$ cat src/rtl/wb_port_arbiter.sv
// wb_port_arbiter
//   Shares the single scoreboard write-back port between NR_SRC
//   variable-latency result producers. Each source owns a one-entry buffer;
//   one buffered result is granted per cycle in round-robin order starting
//   at ptr_q. A granted source may refill its buffer in the same cycle,
//   giving one result per cycle for a lone active source.
//
// Ports
//   clk_i, rst_i        clock, asynchronous active-high reset
//   flush_i             discard all buffered results, block capture/grant
//   src_valid_i/ready_o per-source handshake
//   src_data_i/id_i/ex_i per-source result, source k at [k*W +: W]
//   wb_valid_o, wb_*    write-back port (no back-pressure), zero when idle
//   wb_src_o            index of the granted source
//   conflict_cnt_o      saturating count of cycles with >=2 buffers occupied
//
// Optional feature: define WB_ARB_PERF_EN to build the conflict counter;
// otherwise conflict_cnt_o is tied to zero.
module wb_port_arbiter #(
  parameter int unsigned NR_SRC = 4,
  parameter int unsigned DATA_W = 64,
  parameter int unsigned ID_W   = 3
) (
  input  logic                       clk_i,
  input  logic                       rst_i,
  input  logic                       flush_i,
  input  logic [NR_SRC-1:0]          src_valid_i,
  output logic [NR_SRC-1:0]          src_ready_o,
  input  logic [NR_SRC*DATA_W-1:0]   src_data_i,
  input  logic [NR_SRC*ID_W-1:0]     src_id_i,
  input  logic [NR_SRC-1:0]          src_ex_i,
  output logic                       wb_valid_o,
  output logic [DATA_W-1:0]          wb_data_o,
  output logic [ID_W-1:0]            wb_id_o,
  output logic                       wb_ex_o,
  output logic [$clog2(NR_SRC)-1:0]  wb_src_o,
  output logic [31:0]                conflict_cnt_o
);

  localparam int unsigned SRC_W = $clog2(NR_SRC);

  logic [NR_SRC-1:0] full_q;
  logic [DATA_W-1:0] data_q [NR_SRC];
  logic [ID_W-1:0]   id_q   [NR_SRC];
  logic [NR_SRC-1:0] ex_q;
  logic [SRC_W-1:0]  ptr_q;

  logic              found;
  logic [SRC_W-1:0]  grant_idx;
  logic [SRC_W:0]    cand_sum;
  logic [SRC_W-1:0]  cand;
  logic              grant_any;
  logic [NR_SRC-1:0] grant;
  logic [NR_SRC-1:0] capture;

  // Search upward from ptr_q with wrap; the extra sum bit keeps the modulo
  // correct when NR_SRC is not a power of two.
  always_comb begin
    found     = 1'b0;
    grant_idx = '0;
    cand_sum  = '0;
    cand      = '0;
    for (int unsigned i = 0; i < NR_SRC; i++) begin
      cand_sum = {1'b0, ptr_q} + (SRC_W+1)'(i);
      if (cand_sum >= (SRC_W+1)'(NR_SRC))
        cand_sum = cand_sum - (SRC_W+1)'(NR_SRC);
      cand = cand_sum[SRC_W-1:0];
      if (!found && full_q[cand]) begin
        found     = 1'b1;
        grant_idx = cand;
      end
    end
  end

  assign grant_any = found & ~flush_i;

  always_comb begin
    grant   = '0;
    capture = '0;
    for (int unsigned k = 0; k < NR_SRC; k++) begin
      grant[k]   = grant_any & (grant_idx == SRC_W'(k));
      capture[k] = src_valid_i[k] & src_ready_o[k];
    end
  end

  assign src_ready_o = {NR_SRC{~flush_i}} & (~full_q | grant);

  assign wb_valid_o = grant_any;
  assign wb_data_o  = grant_any ? data_q[grant_idx] : '0;
  assign wb_id_o    = grant_any ? id_q[grant_idx]   : '0;
  assign wb_ex_o    = grant_any ? ex_q[grant_idx]   : 1'b0;
  assign wb_src_o   = grant_any ? grant_idx         : '0;

  always_ff @(posedge clk_i or posedge rst_i) begin
    if (rst_i) begin
      full_q <= '0;
      ex_q   <= '0;
      ptr_q  <= '0;
      for (int unsigned k = 0; k < NR_SRC; k++) begin
        data_q[k] <= '0;
        id_q[k]   <= '0;
      end
    end else if (flush_i) begin
      full_q <= '0;
    end else begin
      for (int unsigned k = 0; k < NR_SRC; k++) begin
        // Capture wins over grant-clear so a winning source can refill.
        if (capture[k]) begin
          full_q[k] <= 1'b1;
          data_q[k] <= src_data_i[k*DATA_W +: DATA_W];
          id_q[k]   <= src_id_i[k*ID_W +: ID_W];
          ex_q[k]   <= src_ex_i[k];
        end else if (grant[k]) begin
          full_q[k] <= 1'b0;
        end
      end
      if (grant_any)
        ptr_q <= (grant_idx == SRC_W'(NR_SRC-1)) ? '0 : grant_idx + 1'b1;
    end
  end

`ifdef WB_ARB_PERF_EN
  logic [SRC_W:0] occ;
  logic           conflict;
  logic [31:0]    conflict_cnt_q;

  always_comb begin
    occ = '0;
    for (int unsigned k = 0; k < NR_SRC; k++)
      occ = occ + (SRC_W+1)'(full_q[k]);
  end

  assign conflict = (occ >= (SRC_W+1)'(2)) & ~flush_i;

  always_ff @(posedge clk_i or posedge rst_i) begin
    if (rst_i)
      conflict_cnt_q <= '0;
    else if (conflict && (conflict_cnt_q != '1))
      conflict_cnt_q <= conflict_cnt_q + 32'd1;
  end

  assign conflict_cnt_o = conflict_cnt_q;
`else
  assign conflict_cnt_o = '0;
`endif

endmodule

$ cat config.mk
export PLATFORM = sky130hd
export DESIGN_NAME = wb_port_arbiter
export DESIGN_NICKNAME = d
export VERILOG_FILES = /design/src/rtl/wb_port_arbiter.sv
export SDC_FILE = /design/constraint.sdc
export NUM_CORES = 1
export LEC_CHECK = 0
export BUFFER_PORTS_ARGS = -buffer_cell sky130_fd_sc_hd__buf_2
export CORE_MARGIN = 4
export CORE_UTILIZATION = 47
export CTS_CLUSTER_DIAMETER = 40
export CTS_CLUSTER_SIZE = 25
export DETAILED_ROUTE_END_ITERATION = 16
export PLACE_DENSITY = 0.76
export RECOVER_POWER = 100
export SLEW_MARGIN = 20
export SYNTH_ARGS = -nofsm -noshare
export SYNTH_HDL_FRONTEND = slang
export SYNTH_SLANG_ARGS = --single-unit
export TNS_END_PERCENT = 1
$ cat constraint.sdc
create_clock -name clk_i -period 7.5 [get_ports clk_i]
set_clock_uncertainty 0.1 [all_clocks]
set_input_delay 0 -clock clk_i [delete_from_list [all_inputs] [get_ports clk_i]]
set_output_delay 0 -clock clk_i [all_outputs]
set_load 0.1 [all_outputs]
# [Yosys cells after proc, flatten, opt, wreduce, memory -nomap -nowiden]
# Cells that the tools add are included.
[classes] addsub=8 magnitude_cmp=10 n_eq_ne=3 n_mux=42 bitwise_logic=14 n_reduce_logical=16
[op_table] operator="$mux 64" n=3
[op_table] operator="$bmux 64 s2" n=1
[op_table] operator="$mux 2" n=10
[op_table] operator="$mux 1" n=18
[op_table] operator="$lt 2x3->1 const B" n=5
[op_table] operator="$ge 3x3->1 const B" n=4
[op_table] operator="$reduce_bool 3->1" n=4
[op_table] operator="$bmux 1 s2" n=5
[op_table] operator="$reduce_and 2->1" n=5
[op_table] operator="$and 1x1->1" n=9
[op_table] operator="$mux 3" n=3
[op_table] operator="$sub 2x1->2 const B" n=4
[op_table] operator="$add 2x2->3 const B" n=2
[op_table] operator="$bmux 3 s2" n=1
[op_table] operator="$and 4x4->4" n=1
[op_table] operator="$eq 2x2->1 const B" n=2
[op_table] operator="$mux 4" n=1
[op_table] operator="$not 4->4" n=1
[op_table] operator="$or 4x4->4" n=1
[op_table] operator="$add 2x1->3 const B" n=1
[op_table] operator="$ge 2x3->1 const B" n=1
[op_table] operator="$logic_and 1x1->1" n=3
[op_table] operator="$logic_not 1->1" n=3
[op_table] operator="$not 2->3" n=1
[op_table] operator="other kinds (4)" n=4
[word_totals] regBits=278 in_bits=279 output_inout_bits=107

# [Logic depth before layout (Yosys ltp)]
[depth] word_depth=21 ltp_mapped=14

# [Least setup slack after synthesis]
# No wires, ideal clock.
[synth_path] kind="flip-flop to output port" startpoint="register full_q[3]" endpoint="output port wb_data_o[44]" arrival_time_ns=4.458 required_time_ns=7.400 setup_slack_ns=2.942 stages_incl_launch_ff=7 path_buffers=2 cell_sequence="dfrtp_1 nor2_1 a21oi_1 nand2_1 buf_2 buf_1 o22ai_1"
[synth_rtl] element="start, declared" line="42" text="logic [NR_SRC-1:0] full_q;"
[synth_rtl] element="start signal, assigned" line="96" text="full_q <= '0;"
[synth_rtl] element="start signal, assigned" line="104" text="full_q <= '0;"
[synth_rtl] element="start signal, assigned by index" line="109" text="full_q[k] <= 1'b1;"
[synth_rtl] element="$bmux 1 s2" line="68" text="if (!found && full_q[cand]) begin"
[synth_rtl] element="$mux 1 (not written as such)" line="68"
[synth_rtl] element="$mux 1" line="68"
[synth_rtl] element="$logic_not 1->1" line="68"
[synth_rtl] element="$logic_and 1x1->1" line="68"
[synth_rtl] element="$mux 1" line="68"
[synth_rtl] element="$logic_not 1->1" line="68"
[synth_rtl] element="$logic_and 1x1->1" line="68"
[synth_rtl] element="$mux 1" line="68"
[synth_rtl] element="$logic_not 1->1" line="68"
[synth_rtl] element="$logic_and 1x1->1" line="68"
[synth_rtl] element="$mux 1 *" line="68"
[synth_rtl] element="$and 1x1->1 *" line="75" text="assign grant_any = found & ~flush_i;"
[synth_rtl] element="named net wb_valid_o" line="32" text="output logic wb_valid_o,"
[synth_rtl] element="$mux 64 *" line="89" text="assign wb_data_o = grant_any ? data_q[grant_idx] : '0;"
[synth_rtl] element="end, declared" line="33" text="output logic [DATA_W-1:0] wb_data_o,"
# The timed path passes the listed nets; every way through them passes the cells marked *. The select of a mux whose other input is x is not followed.

# [Worst setup path in the final report]
[layout_path] startpoint="register full_q[1]" endpoint="output port wb_data_o[25]"
[layout_via] elab_chain_len=17
[layout_lines] element="$bmux 1 s2" line="68"
[layout_lines] element="$mux 1 (not written as such)" line="68"
[layout_lines] element="$mux 1" line="68"
[layout_lines] element="$logic_not 1->1" line="68"
[layout_lines] element="$logic_and 1x1->1" line="68"
[layout_lines] element="$mux 1" line="68"
[layout_lines] element="$logic_not 1->1" line="68"
[layout_lines] element="$logic_and 1x1->1" line="68"
[layout_lines] element="$mux 1" line="68"
[layout_lines] element="$logic_not 1->1" line="68"
[layout_lines] element="$logic_and 1x1->1" line="68"
[layout_lines] element="$mux 2" line="68"
[layout_lines] element="$not 2->3 (not written as such)" line="89"
[layout_lines] element="$bmux 64 s2" line="89"
[layout_lines] element="$mux 64 (not written as such) (2 in a row)" line="89"
[layout_lines] element="$mux 64 *" line="89"
# Every way passes the cells marked *; elsewhere a longest branch is shown, timed or not. The select of a mux whose other input is x is not followed.

==> summary.md <==
| Metric | Value |
|---|---|
| CP Launch Type | `register` |
| Initial core utilization | `about half` |
| Total grt overflow | `0` |
| Max-cap viol count | `5` |
| Mapped Cells | `898` |
| Critical Path, Cell by Cell | `nand2b_1, a21oi_1, o31a_1, nand2_1, clkbuf_1, o22ai_1, clkbuf_1` |
| Synthesized cell area | `between 10000 and 15000 µm²` |
| Detailed placement HPWL | `approximately 22000 µm` |
| Internal power | `3.85 mW` |
| WL final | `40100 µm` |
| Critical-path maximum fanout | `46` |
| Fin. max-slew vios | `about 190` |
| Flop2flop setup slack | `2.62 ns` |
| Die height | `172 µm` |
| Critical path class | `reg2out` |
| Cts repair resizes | `0` |
| Upper clock frequency limit | `about 190 MHz` |
| Worst-skew pair later-pin latency | `0.50 ns` |
| Root Driver | `clkbuf_16` |
| RSZ-0062 raised after global routing | `false` |
| Failing checks | `max-capacitance violations, max-slew violations` |
| WP data required | `7.40 ns` |
| Library cells used by synthesis | `27` |
| Final Non-Filler Cells | `1898` |
| Status | `complete, but fails checks` |
| CP dominant cell by count | `clkbuf_1` |
| Critical R2R Launch | `full_q[2]` |
| Flop pwr share | `32.4%` |
| Clock sinks | `278` |
| Final period util | `between 70% and 80%` |
| Multi-input logic area | `approximately 5300 µm²` |
| Vias | `10300` |
| Share of cells above drive strength 1 | `between 30% and 40%` |
| First-pass GRT wire length | `61300 µm` |
| Critical Path AT | `5.26 ns` |
| Largest net degree at the start of global routing | `173` |
| Reg2reg path depth | `6` |
| Actual slew at the worst max-slew pin | `3.37 ns` |
| Crit path from | `full_q[1]` |
| Final Setup Violations | `0` |
| Initial DRT Pass Iterations | `5` |
| FILL cells | `1699` |
| Post-place setup slack | `3.92 ns` |
| Register area | `6960 µm²` |
| Mean post-synth cell area | `14.1 µm²` |
| Nets | `1806` |
| Placed Area | `14500 µm²` |
| Synth Warn # | `0` |
| Aggregate global-route resource usage | `a little over a quarter` |
| P&R area growth vs syn | `47.7%` |
| Core area | `approximately 26000 µm²` |
| Post-synthesis sequential area ratio | `a little under three fifths` |
| Dpl cells | `1535` |
| Final setup margin | `roughly 2.1 ns` |
| CP max stage cell | `clkbuf_1` |
| Combinational power share | `36.5%` |
| DR DRC count | `0` |
| Worst r2r dst | `data_q[255]` |
| Vias per cell | `5.42` |
| Critical Path End | `wb_data_o[25]` |
| Drt wl/cell | `21.1 µm` |
| Cell area after layout | `18700 µm²` |
| Port bufs | `353` |
| Ports | `386` |
| RePlAce Congestion | `0.815` |
| Setup tns final | `0 ns` |
| CP peak stage delay | `2.05 ns` |
| Routed Antenna Nets | `0` |
| CTS clk-pin slew, worst paths | `roughly 0.050 ns` |
| H-tree level count | `2` |
| Worst hold path class | `in2reg` |
| PwrDens | `339 nW/µm²` |
| Initial antenna violation count | `4` |
| Vias in the first global route | `between 10000 and 15000` |
| Sw Share | `39.1%` |
| Slew headroom | `-125%` |
| Row count | `59` |
| Clock tree buffer depth | `3` |
| Area of the die | `29600 µm²` |
| Leakage | `8.74 nW` |
| TritonCTS buffer count | `43` |
| CTS tree | `done` |
| Overall die width | `172 µm` |
| NetSw | `2.47 mW` |
| Peak supply drop | `0.334 mV` |
| DR iter-0 viols | `550` |
| Final Hold Viols | `0` |
| Clock power share | `31.1%` |
| Period minus WS final | `5.36 ns` |
| Crit end category | `output port` |
| Seq cells post-synth | `around 280` |
synth_stat cells:
master    instances  area, µm²
mux2i_1         136       1360
buf_1             1       3.75
buf_6             2       22.5
buf_4            36        270
nor3b_2           3       37.5
nor3b_1           1       7.51
and2_1            1       6.26
clkbuf_1         12       45.0
o31a_1            1       8.76
mux2_1           20        225
o22ai_1          70        438
a21oi_1           3       15.0
buf_2            41        205
nand2b_1          2       12.5
ha_1              1       12.5
o22a_1            2       17.5
nand2_1           2       7.51
nor2_1           17       63.8
nor2b_1           5       31.3
inv_1             5       18.8
nor3_1            1       5.00
conb_1            1       3.75
a21oi_2           1       8.76
o21ai_0           3       15.0
o221a_2           1       11.3
dfrtp_1         278       6960
mux2_2          252       2840
how the worst min path moves through the flow:
stage / start / to / depth (start not counted)
final: flush_i / ptr_q[0] / 4
after global routing: flush_i / ptr_q[0] / 4
after CTS: rst_i / data_q[98] / 3
after detailed placement: rst_i / data_q[37] / 2
after global placement: rst_i / data_q[101] / 2
after floorplan: src_valid_i[0] / full_q[0] / 2
cells in the final DEF, fill, tap and decap left out, types with 9 or more instances in the layout:
cell	netlist	routed
mux2i_1	136	136
clkbuf_16	0	45
dfrtp_1	278	278
o22ai_1	70	69
mux2_2	252	243
conb_1	1	32
clkinv_2	0	9
buf_2	41	282
nor2_1	17	17
clkbuf_1	12	81
mux2_1	20	29
dlygate4sd3_1	0	281
critical path, delay by kind of cell, from the launching register on:
kind	cells	cell delay (ns)
buffers and inverters	2	2.68
AND/OR/NAND/NOR	2	0.90
AO/OA/AOI/OAI	3	0.68
flip-flops	1	0.46
final cells by class:
cell class | count | share of cell area [%]
Antenna cell | 4 | 0.0536
Inverter | 5 | 0.107
Tap cell | 335 | 2.24
Clock buffer | 53 | 6.35
Clock inverter | 25 | 1.32
Multi-Input combinational cell | 554 | 28.2
Timing Repair Buffer | 644 | 24.5
Sequential cell | 278 | 37.2
routing by layer:
layer	GRT usage, %	vias up	routed length (µm)
li1	-	4479	-
met1	29.9	5144	14800
met2	46.7	514	20800
met3	6.26	139	2730
met4	12.2	2	1780
met5	0	-	7
cells by family (layout without fill, tap and decap cells):
logic type,Yosys count,in the layout,share of synthesized area [%]
adder cells (fa/ha/maj),1,1,0.0989
AO/OA/AOI/OAI,81,81,4.07
multiplexers,408,408,35.0
buffers and inverters,97,727,4.47
flip-flops,278,278,55.0
other,1,36,0.0296
AND/OR/NAND/NOR,32,32,1.36
sequential cells by signal (all words and copies together), names as in the netlist:
register	count
id_q	12
full_q	4
ex_q	4
ptr_q	2
data_q	256
stage by stage:
step	utilization [%]	hold WS (ns)	total power, mW
after floorplan	-	0.0299	3.81
after global placement	55.4	-0.0191	4.17
after detailed placement	55.4	-0.00793	4.23
after CTS	71.5	0.0306	6.31
after global routing	71.1	0.113	6.58
final	71.1	0.0622	6.32
power by group through the flow:
stage	clock, mW	combinational [mW]	sequential [mW]
floorplan	0	1.82	1.99
global placement	0	2.14	2.03
detailed placement	0	2.17	2.05
CTS	1.98	2.30	2.03
global route	2.07	2.42	2.09
finish	1.97	2.31	2.05
what timing repair did:
action,4_1_cts,5_1_grt
hold buffers,281,0
setup buffers,0,0
hold endpoints to repair,300,0
Note: power is estimated with default switching activity, not from simulation.
